[src/rtl/noc_port_arbiter_pkg.sv]
// Shared definitions for the NoC output-port arbiter: requester indices,
// FSM state encoding and flit tail position.
package noc_pkg;

   localparam int unsigned REQ_E = 0;
   localparam int unsigned REQ_W = 1;
   localparam int unsigned REQ_L = 2;

   localparam int unsigned DEFAULT_WIDTH = 16;
   localparam int unsigned TAIL_BIT      = DEFAULT_WIDTH - 1;

   typedef enum logic {
      IDLE = 1'b0,
      BUSY = 1'b1
   } arbState_t;

endpackage

[src/rtl/noc_port_arbiter_if.sv]
// Handshake bundle between requester FIFOs, the arbiter and the destination FIFO.
// The arbiter connects through master; the surrounding FIFOs/bench through slave.
interface noc_port_arbiter_if #(
   parameter int unsigned WIDTH = 16,
   parameter int unsigned NREQ  = 3
);
   logic [NREQ-1:0]  req;
   logic [WIDTH-1:0] dataIn0;
   logic [WIDTH-1:0] dataIn1;
   logic [WIDTH-1:0] dataIn2;
   logic             destFull;
   logic             destAlmostFull;
   logic [NREQ-1:0]  read;
   logic [WIDTH-1:0] dataOut;
   logic             writeOut;
   logic [NREQ-1:0]  grant;
   logic             busy;

   modport master (
      input  req, dataIn0, dataIn1, dataIn2, destFull, destAlmostFull,
      output read, dataOut, writeOut, grant, busy
   );

   modport slave (
      output req, dataIn0, dataIn1, dataIn2, destFull, destAlmostFull,
      input  read, dataOut, writeOut, grant, busy
   );
endinterface

[src/rtl/noc_port_arbiter_rr_pick.sv]
// Rotating-priority picker: first set req bit searching from ptr upward,
// wrapping modulo NREQ. Purely combinational.
module rr_pick #(
   parameter int unsigned NREQ = 3,
   parameter int unsigned PW   = 2
) (
   input  logic [NREQ-1:0] req,
   input  logic [PW-1:0]   ptr,
   output logic [NREQ-1:0] pick,
   output logic            valid
);
   logic          found;
   logic [PW-1:0] idx;

   always_comb begin
      pick  = '0;
      found = 1'b0;
      idx   = '0;
      for (int unsigned i = 0; i < NREQ; i++) begin
         idx = PW'((32'(ptr) + i) % NREQ);
         if (!found && req[idx]) begin
            pick[idx] = 1'b1;
            found     = 1'b1;
         end
      end
      valid = found;
   end
endmodule

[src/rtl/noc_port_arbiter.sv]
// Wormhole output-port arbiter: round-robin between E/W/L between packets,
// locks onto one requester until its tail flit is forwarded.
module noc_port_arbiter
   import noc_pkg::*;
#(
   parameter int unsigned WIDTH = 16,
   parameter int unsigned NREQ  = 3
) (
   input logic                clk,
   input logic                reset,
   noc_port_arbiter_if.master bus
);
   localparam int unsigned PW = (NREQ > 1) ? $clog2(NREQ) : 1;

   arbState_t        state;
   logic [PW-1:0]    ptr;
   logic [PW-1:0]    lock;
   logic [PW-1:0]    selIdx;
   logic [PW-1:0]    nextSel;
   logic [NREQ-1:0]  pick;
   logic [NREQ-1:0]  lockOneHot;
   logic [NREQ-1:0]  selOneHot;
   logic             pickValid;
   logic             canSend;
   logic             xfer;
   logic [WIDTH-1:0] flit;

   rr_pick #(.NREQ(NREQ), .PW(PW)) uPick (
      .req   (bus.req),
      .ptr   (ptr),
      .pick  (pick),
      .valid (pickValid)
   );

   always_comb begin
      lockOneHot       = '0;
      lockOneHot[lock] = 1'b1;
      selIdx           = lock;
      if (state == IDLE) begin
         for (int unsigned i = 0; i < NREQ; i++) begin
            if (pick[i]) selIdx = PW'(i);
         end
      end
      nextSel = (selIdx == PW'(NREQ - 1)) ? '0 : selIdx + PW'(1);

      // The in-flight write still occupies the last free slot when almost full.
      canSend   = !bus.destFull && !(bus.destAlmostFull && bus.writeOut);
      // Gating with reset keeps the combinational pop strobe quiet during reset.
      xfer      = reset && canSend && ((state == IDLE) ? pickValid : bus.req[lock]);
      selOneHot = (state == IDLE) ? pick : lockOneHot;
      bus.read  = xfer ? selOneHot : '0;
      bus.grant = (state == BUSY) ? lockOneHot : bus.read;
      bus.busy  = (state == BUSY);

      case (selIdx)
         PW'(REQ_E): flit = bus.dataIn0;
         PW'(REQ_W): flit = bus.dataIn1;
         default:    flit = bus.dataIn2;
      endcase
   end

   always_ff @(posedge clk or negedge reset) begin
      if (!reset) begin
         state        <= IDLE;
         ptr          <= '0;
         lock         <= '0;
         bus.dataOut  <= '0;
         bus.writeOut <= 1'b0;
      end else begin
         bus.writeOut <= xfer;
         if (xfer) begin
            bus.dataOut <= flit;
            case (state)
               IDLE: begin
                  if (flit[WIDTH-1]) begin
                     ptr <= nextSel;
                  end else begin
                     state <= BUSY;
                     lock  <= selIdx;
                  end
               end
               BUSY: begin
                  if (flit[WIDTH-1]) begin
                     state <= IDLE;
                     ptr   <= nextSel;
                  end
               end
               default: state <= IDLE;
            endcase
         end
      end
   end
endmodule

[src/flat_wrapper.sv]
// flat-port wrapper written by rule: the top's interface ports become plain ports
module noc_port_arbiter_flat import noc_pkg::*;
#(
   parameter int unsigned WIDTH = 16,
   parameter int unsigned NREQ  = 3
)
  (clk, reset, bus_req, bus_dataIn0, bus_dataIn1, bus_dataIn2, bus_destFull, bus_destAlmostFull, bus_read, bus_dataOut, bus_writeOut, bus_grant, bus_busy);
  noc_port_arbiter_if #(.WIDTH(WIDTH), .NREQ(NREQ)) bus_i ();
  input logic clk;
  input logic reset;
  input wire logic [$bits(bus_i.req)-1:0] bus_req;
  input wire logic [$bits(bus_i.dataIn0)-1:0] bus_dataIn0;
  input wire logic [$bits(bus_i.dataIn1)-1:0] bus_dataIn1;
  input wire logic [$bits(bus_i.dataIn2)-1:0] bus_dataIn2;
  input wire logic [$bits(bus_i.destFull)-1:0] bus_destFull;
  input wire logic [$bits(bus_i.destAlmostFull)-1:0] bus_destAlmostFull;
  output wire logic [$bits(bus_i.read)-1:0] bus_read;
  output wire logic [$bits(bus_i.dataOut)-1:0] bus_dataOut;
  output wire logic [$bits(bus_i.writeOut)-1:0] bus_writeOut;
  output wire logic [$bits(bus_i.grant)-1:0] bus_grant;
  output wire logic [$bits(bus_i.busy)-1:0] bus_busy;
  assign bus_i.req = bus_req;
  assign bus_i.dataIn0 = bus_dataIn0;
  assign bus_i.dataIn1 = bus_dataIn1;
  assign bus_i.dataIn2 = bus_dataIn2;
  assign bus_i.destFull = bus_destFull;
  assign bus_i.destAlmostFull = bus_destAlmostFull;
  assign bus_read = bus_i.read;
  assign bus_dataOut = bus_i.dataOut;
  assign bus_writeOut = bus_i.writeOut;
  assign bus_grant = bus_i.grant;
  assign bus_busy = bus_i.busy;
  noc_port_arbiter #(.WIDTH(WIDTH), .NREQ(NREQ)) u_core (.clk(clk), .reset(reset), .bus(bus_i));
endmodule
[config.mk]
export PLATFORM = sky130hd
export DESIGN_NAME = noc_port_arbiter_flat
export DESIGN_NICKNAME = d
export VERILOG_FILES = /design/src/rtl/noc_port_arbiter_pkg.sv /design/src/rtl/noc_port_arbiter_if.sv /design/src/rtl/noc_port_arbiter_rr_pick.sv /design/src/rtl/noc_port_arbiter.sv /design/src/flat_wrapper.sv
export SDC_FILE = /design/constraint.sdc
export NUM_CORES = 1
export LEC_CHECK = 0
export BUFFER_PORTS_ARGS = -buffer_cell sky130_fd_sc_hd__buf_4
export CORE_MARGIN = 2
export CORE_UTILIZATION = 25
export CTS_CLUSTER_DIAMETER = 100
export CTS_CLUSTER_SIZE = 10
export DETAILED_ROUTE_END_ITERATION = 6
export GPL_ROUTABILITY_DRIVEN = 0
export PLACE_DENSITY_LB_ADDON = 0.3
export SKIP_LAST_GASP = 1
export SLEW_MARGIN = 20
export SYNTH_ARGS = -nofsm -noshare
export SYNTH_HDL_FRONTEND = slang
export SYNTH_SLANG_ARGS = --single-unit
[constraint.sdc]
create_clock -name clk -period 2.55 [get_ports clk]
set_clock_uncertainty 0.05 [all_clocks]
set_input_delay 0.1275 -clock clk [delete_from_list [all_inputs] [get_ports clk]]
set_output_delay 0.1275 -clock clk [all_outputs]
set_load 0.005 [all_outputs]
-- Word-level counts from Yosys, hierarchy flattened
Index checks and enable logic that the tools add are counted.
W data, S select, Z words.
- word-level logic and storage cells: 76
- bits in writable memories: 0
- memories: 0
- register bits: 22
- bits in latches: 0
- input port bits: 55
- output and inout port bits: 24
- ROM bits: 0
- $add $sub $neg: 3
- div/mod/pow operators: 3
- $mul: 0
- mux-type cells: 34
- reductions and logical operators: 17
- eq/ne operators: 2
- bitwise gates (word level): 4
- order comparisons: 8
- shift-type cells: 0
- operators by type and width (cell ; count):
    $mod A32 B2 Y32 const B ; 2
    $mod A2 B2 Y32 const B ; 1
    $pmux W16 S2 ; 1
    $mux W3 ; 6
    $mux W1 ; 13
    $lt A2 B3 Y1 const B ; 4
    $mux W2 ; 6
    $logic_and A1 B1 Y1 ; 10
    $bmux W1 S2 ; 4
    $demux W1 S2 ; 4
    $ge A2 B1 Y1 const B ; 4
    $or A3 B3 Y3 ; 2
    $logic_not A1 Y1 ; 4
    $add A2 B1 Y3 const B ; 1
    $add A2 B2 Y3 const B ; 1
    $reduce_and A3 Y1 ; 1
    $add A2 B1 Y2 const B ; 1
    $eq A2 B1 Y1 const B ; 1
    $eq A2 B2 Y1 const B ; 1
    $logic_not A2 Y1 ; 1
    $not A1 Y1 ; 2
    $reduce_and A2 Y1 ; 1

-- Depth between registers and ports, before layout
- word-level depth: 18
- mapped depth: 12
- depth with buffers taken out: 9

-- Cells and area by module
Synthesis repeated with hierarchy kept, for this count alone.
- cells, all modules: 168
- area total of the unflattened synthesis: 1529.0 um^2
- by module, submodules not included (module ; sequential area each (um^2) ; instances ; area an instance (um^2) ; cells each):
    noc_port_arbiter ; 550.5 ; 1 ; 1257.5 ; 130
    rr_pick ; 0.0 ; 1 ; 271.5 ; 38

-- Least setup slack after synthesis
OpenSTA, ideal clock, no wires.
- path type: reg2reg
- start: register u_core.ptr[0]
- end: register u_core.ptr[0]
- data required time: 2.369 ns
- buffers on the path: 2
- arrival: 2.633 ns
- clock period less this slack: 2.814 ns
- library setup time: 0.131 ns
- setup slack: -0.264 ns
- stages on the path, launching flop included: 12
- cells stage by stage: dfrtp_1 -> inv_1 -> ha_1 -> buf_6 -> mux2i_2 -> nor2_1 -> a2111o_1 -> or2_4 -> a31oi_2 -> buf_6 -> nor4_1 -> or3_1
- longest elaborated chain between the ends: 17
- elaborated cells between the ends (all ways): 52
- those cells by class: add/sub: 3; div: 3; order compare: 6; eq/ne: 2; mux: 26; bitwise: 2; reduce/logical: 10
- RTL lines (what ; line ; RTL):
    from (decl) ; noc_port_arbiter.sv:16 ; logic [PW-1:0] ptr;
    from (signal assigned) ; noc_port_arbiter.sv:76 ; ptr <= nextSel;
    from (signal assigned) ; noc_port_arbiter.sv:85 ; ptr <= nextSel;
    $add A2 B1 Y3 or $mod A2 B2 Y32 (tied branches) ; noc_port_arbiter_rr_pick.sv:20 ; idx = PW'((32'(ptr) + i) % NREQ);
    $mod A32 B2 Y32, or another cell as far along ; noc_port_arbiter_rr_pick.sv:20 ;
    $lt A2 B3 Y1 (not written as such), or another cell as far along ; noc_port_arbiter_rr_pick.sv:22 ; pick[idx] = 1'b1;
    $logic_and A1 B1 Y1 (not written as such), or another cell as far along ; noc_port_arbiter_rr_pick.sv:22 ;
    $mux W1 (not written as such), or another cell as far along ; noc_port_arbiter_rr_pick.sv:22 ;
    $demux W1 S2, or another cell as far along ; noc_port_arbiter_rr_pick.sv:22 ;
    $or A3 B3 Y3 (no source line) or $mux W1 (tied branches) ; n/a ;
    $mux W3 or $logic_not A1 Y1 (tied branches) ; noc_port_arbiter_rr_pick.sv:21 ; if (!found && req[idx]) begin
    $or A3 B3 Y3 (no source line) or $logic_and A1 B1 Y1 (tied branches) ; n/a ;
    $mux W3 ; noc_port_arbiter_rr_pick.sv:21 ;
    $mux W2 (3 in series) ; noc_port_arbiter.sv:41 ; if (pick[i]) selIdx = PW'(i);
    $mux W2 ; noc_port_arbiter.sv:39 ; if (state == IDLE) begin
    $add A2 B1 Y2, or another cell as far along ; noc_port_arbiter.sv:44 ; nextSel = (selIdx == PW'(NREQ - 1)) ? '0 : selIdx + PW'(1);
    $mux W2 or $pmux W16 S2 (tied branches) ; noc_port_arbiter.sv:44, noc_port_arbiter.sv:55 ;
    $mux W2 or $reduce_and A2 Y1 (tied branches) ; n/a ;
Parallel ways exist; a longest one is shown, timed or not. The select of a mux whose other input is x is not followed.
A chain may end at the register's enable or synchronous reset.

-- Final worst setup path
- start: register u_core.ptr[1]
- end: register u_core.ptr[1]
The elaborated chain is that of the path after synthesis.

==> flow_metrics.tcl <==
set metrics [dict create \
    synth_top_area_share_pct 30.4 \
    dp.cells 411 \
    clk_latency_ns 0.26 \
    syn-cell-area_um2 1810 \
    fin_crit_sh_pct 107 \
    drv_cap 0 \
    cp.required_ns 2.68 \
    syn_inst 207 \
    htree_levels 1 \
    synth-main-ff-cell "dfrtp_1" \
    synth_fp_nets 266 \
    drtPass1Iterations 4 \
    drc 0 \
    die_h_um 89.1 \
    die_x_um 89.1 \
    timing.final.setup_violations 25 \
    hpwl_mm 4.50 \
    ys_ff_latch 22 \
    layout-drive-gt1-share_pct 51.2 \
    arrival_ns 2.87 \
    holdPathEnd "u_core.bus.dataOut[3]" \
    core_um2 7140 \
    synth.area.top_cells "dfrtp_1, mux2i_1, o211ai_1" \
    die-area_um2 7940 \
    hold_depth 3 \
    start_kind "flip-flop" \
    yosysUniqueCellTypes 54 \
    post-route-util_pct 44.4 \
    cts-root-buf "clkbuf_8" \
    ant_nets 0 \
    final.setup.tns_ns -2.52 \
    min_path_type "input pin to flip-flop" \
    synth_edf_count 0 \
    cp_max_fo 6 \
    grt_pass1_wl_mm 10.0 \
    wl_per_cell_um 14.2 \
    rr_endpoint "u_core.ptr[1]" \
    clk_pin_slew_ns 0.08 \
    postRouteWirelength_mm 6.11 \
    port_buffers 78 \
    synthArstFlopShare_pct 100 \
    fp-row-count 31 \
    worst_slack_ns -0.190 \
    grt_max_degree 24 \
    io_pins 79 \
    power.density_nw_per_um2 1190 \
    vias 2071 \
    grt_pass1_vias 2063 \
    antenna_cells 0 \
    cts_buffers 3 \
    violations "negative setup slack" \
    r2r_cells 9 \
    period_needed_ns 2.74 \
    fin_hold_ws_ns 0.0613 \
    slew_headroom_pct 72.5 \
    grt-ovfl-total 0 \
    tritoncts "yes" \
    globalRouteTotalUtil_pct 16.0 \
    grt_setup_unrepaired "true" \
    drt_iter0_markers 71 \
    worst_pin_slew_ns 0.412 \
    yosysSeqAreaShare_pct 30.4 \
    hold_viol_final 0 \
    hp-start "bus_dataIn2[3]" \
    reg2reg_slack_ns -0.19 \
    worst_ir_drop_vdd_v 0.000348 \
    routed_via_density 4.81 \
    path_class "flip-flop to flip-flop" \
    cts_buffer_depth 2 \
    clock.fmax_mhz 365 \
    maxSlewViolCount 0 \
    p_leak_nw 1.49 \
    fin_nets 392 \
    cp-end-kind "flip-flop" \
    stdcell_count 431 \
    cts_sinks 22 \
    r2r-start "u_core.ptr[1]" \
    status "finished with violations" \
    yosysTopAreaCell "dfrtp_1" \
    antenna_found_initial 0 \
    area_delta_synth_final_pct 75.1 \
    syn_area_per_cell_um2 8.75 \
    ys_warn_count 0 \
    initial_core_util_pct 25.4 \
]
==> state kept, by name, indices dropped and copies added, names as in the netlist <==
signal and count:
u_core.bus.busy 1, u_core.bus.dataOut 16, u_core.bus.writeOut 1, u_core.lock 2, u_core.ptr 2
==> layout make-up <==
cell class / count / area [um2]
repair buffers: 137 / 1080
fillers: 738 / 3970
clock inverters: 1 / 30.0
well taps: 99 / 124
flip-flops and latches: 22 / 552
clock buffers: 3 / 41.3
multi-input cells: 161 / 1310
inverters: 8 / 32.5
==> worst max-delay path, cell delays in order, from the launching register on <==
cell	delay (ns)
dfrtp_2	0.48
ha_4	0.33
mux2i_2	0.24
nor2_1	0.07
a2111o_1	0.42
o21ai_2	0.18
buf_6	0.15
a21oi_4	0.07
or4_4	0.53
o211ai_2	0.15
==> synth_stat cells, types with 2 or more instances <==
master    instances
o211a_1           2
a31oi_1           4
nor3_1            2
dfrtp_1          22
nand2b_1          3
o211ai_1         18
clkbuf_1          5
nand3_1          18
buf_2             8
inv_1             8
buf_6             3
o22ai_1           2
a21o_1            3
or3_1             2
and2_1            3
nor2b_1           2
a22oi_1           3
and3b_1           2
a21oi_1           4
ha_1              4
o31ai_1           4
nor2_1            6
mux2i_1          19
o21ai_0           4
nand2_1          24
nand3b_1          4
==> layout by cell type, fill, tap and decap left out, types with 3 or more instances in the layout <==
cell type	instances
buf_4	126
nand2_1	23
dfrtp_1	21
mux2i_1	19
o211ai_1	18
nand3_1	18
buf_6	9
nor2_1	6
inv_1	5
nand3b_1	4
ha_4	4
a22oi_1	3
nand2b_1	3
a21o_1	3
and2_1	3
a21oi_1	3
clkbuf_8	3
==> worst max-delay path by stage <==
stage / from / to / slack, ns
2_1_floorplan: u_core.ptr[0] / u_core.ptr[0] / -0.11
3_3_place_gp: u_core.ptr[0] / u_core.bus.dataOut[15] / -0.22
3_5_place_dp: u_core.ptr[1] / u_core.lock[1] / -0.28
4_1_cts: u_core.ptr[1] / u_core.ptr[1] / -0.16
5_1_grt: u_core.ptr[0] / u_core.ptr[1] / -0.33
6_report: u_core.ptr[1] / u_core.ptr[1] / -0.19
==> per-stage QoR <==
step           cell area (um2)  setup WS, ns  total power, mW
2_1_floorplan             1840        -0.111             2.00
3_3_place_gp              2800        -0.216             3.02
3_5_place_dp              2800        -0.278             3.03
4_1_cts                   3070        -0.159             3.66
5_1_grt                   3170        -0.328             4.07
6_report                  3170        -0.190             3.77
==> cells by family (layout without fill, tap and decap cells) <==
group | Yosys count | after routing | synth area share, %
AO/OA/AOI/OAI | 61 | 61 | 26.2
adder cells (fa/ha/maj) | 4 | 4 | 2.76
buffers and inverters | 24 | 149 | 6.77
flip-flops | 22 | 22 | 30.4
multiplexers | 20 | 20 | 11.3
AND/OR/NAND/NOR | 76 | 76 | 22.6
==> metal layers <==
metal	global-route usage (%)	routed length, um	up-vias
li1	-	-	1033
met1	21.2	2600	966
met2	26.5	3000	62
met3	2.86	387	10
met4	5.02	119	0
met5	0	0	-
==> where the power goes <==
group / total (mW) / leakage, nW / switching [mW] / internal (mW)
registers: 0.649 / 0.266 / 0.145 / 0.504
clock network: 0.326 / 0.0357 / 0.116 / 0.210
logic: 2.79 / 1.19 / 1.30 / 1.49
==> repair_timing <==
| action | CTS | global route |
|---|---|---|
| hold buffers | 1 | 0 |
| resized for setup | 25 | 14 |
| setup endpoints to repair | 27 | 27 |
| setup buffers | 10 | 4 |
| pin swaps | 14 | 16 |
| gates cloned | 0 | 1 |
| hold endpoints to repair | 22 | 0 |
Note: power is estimated with default switching activity, not from simulation.
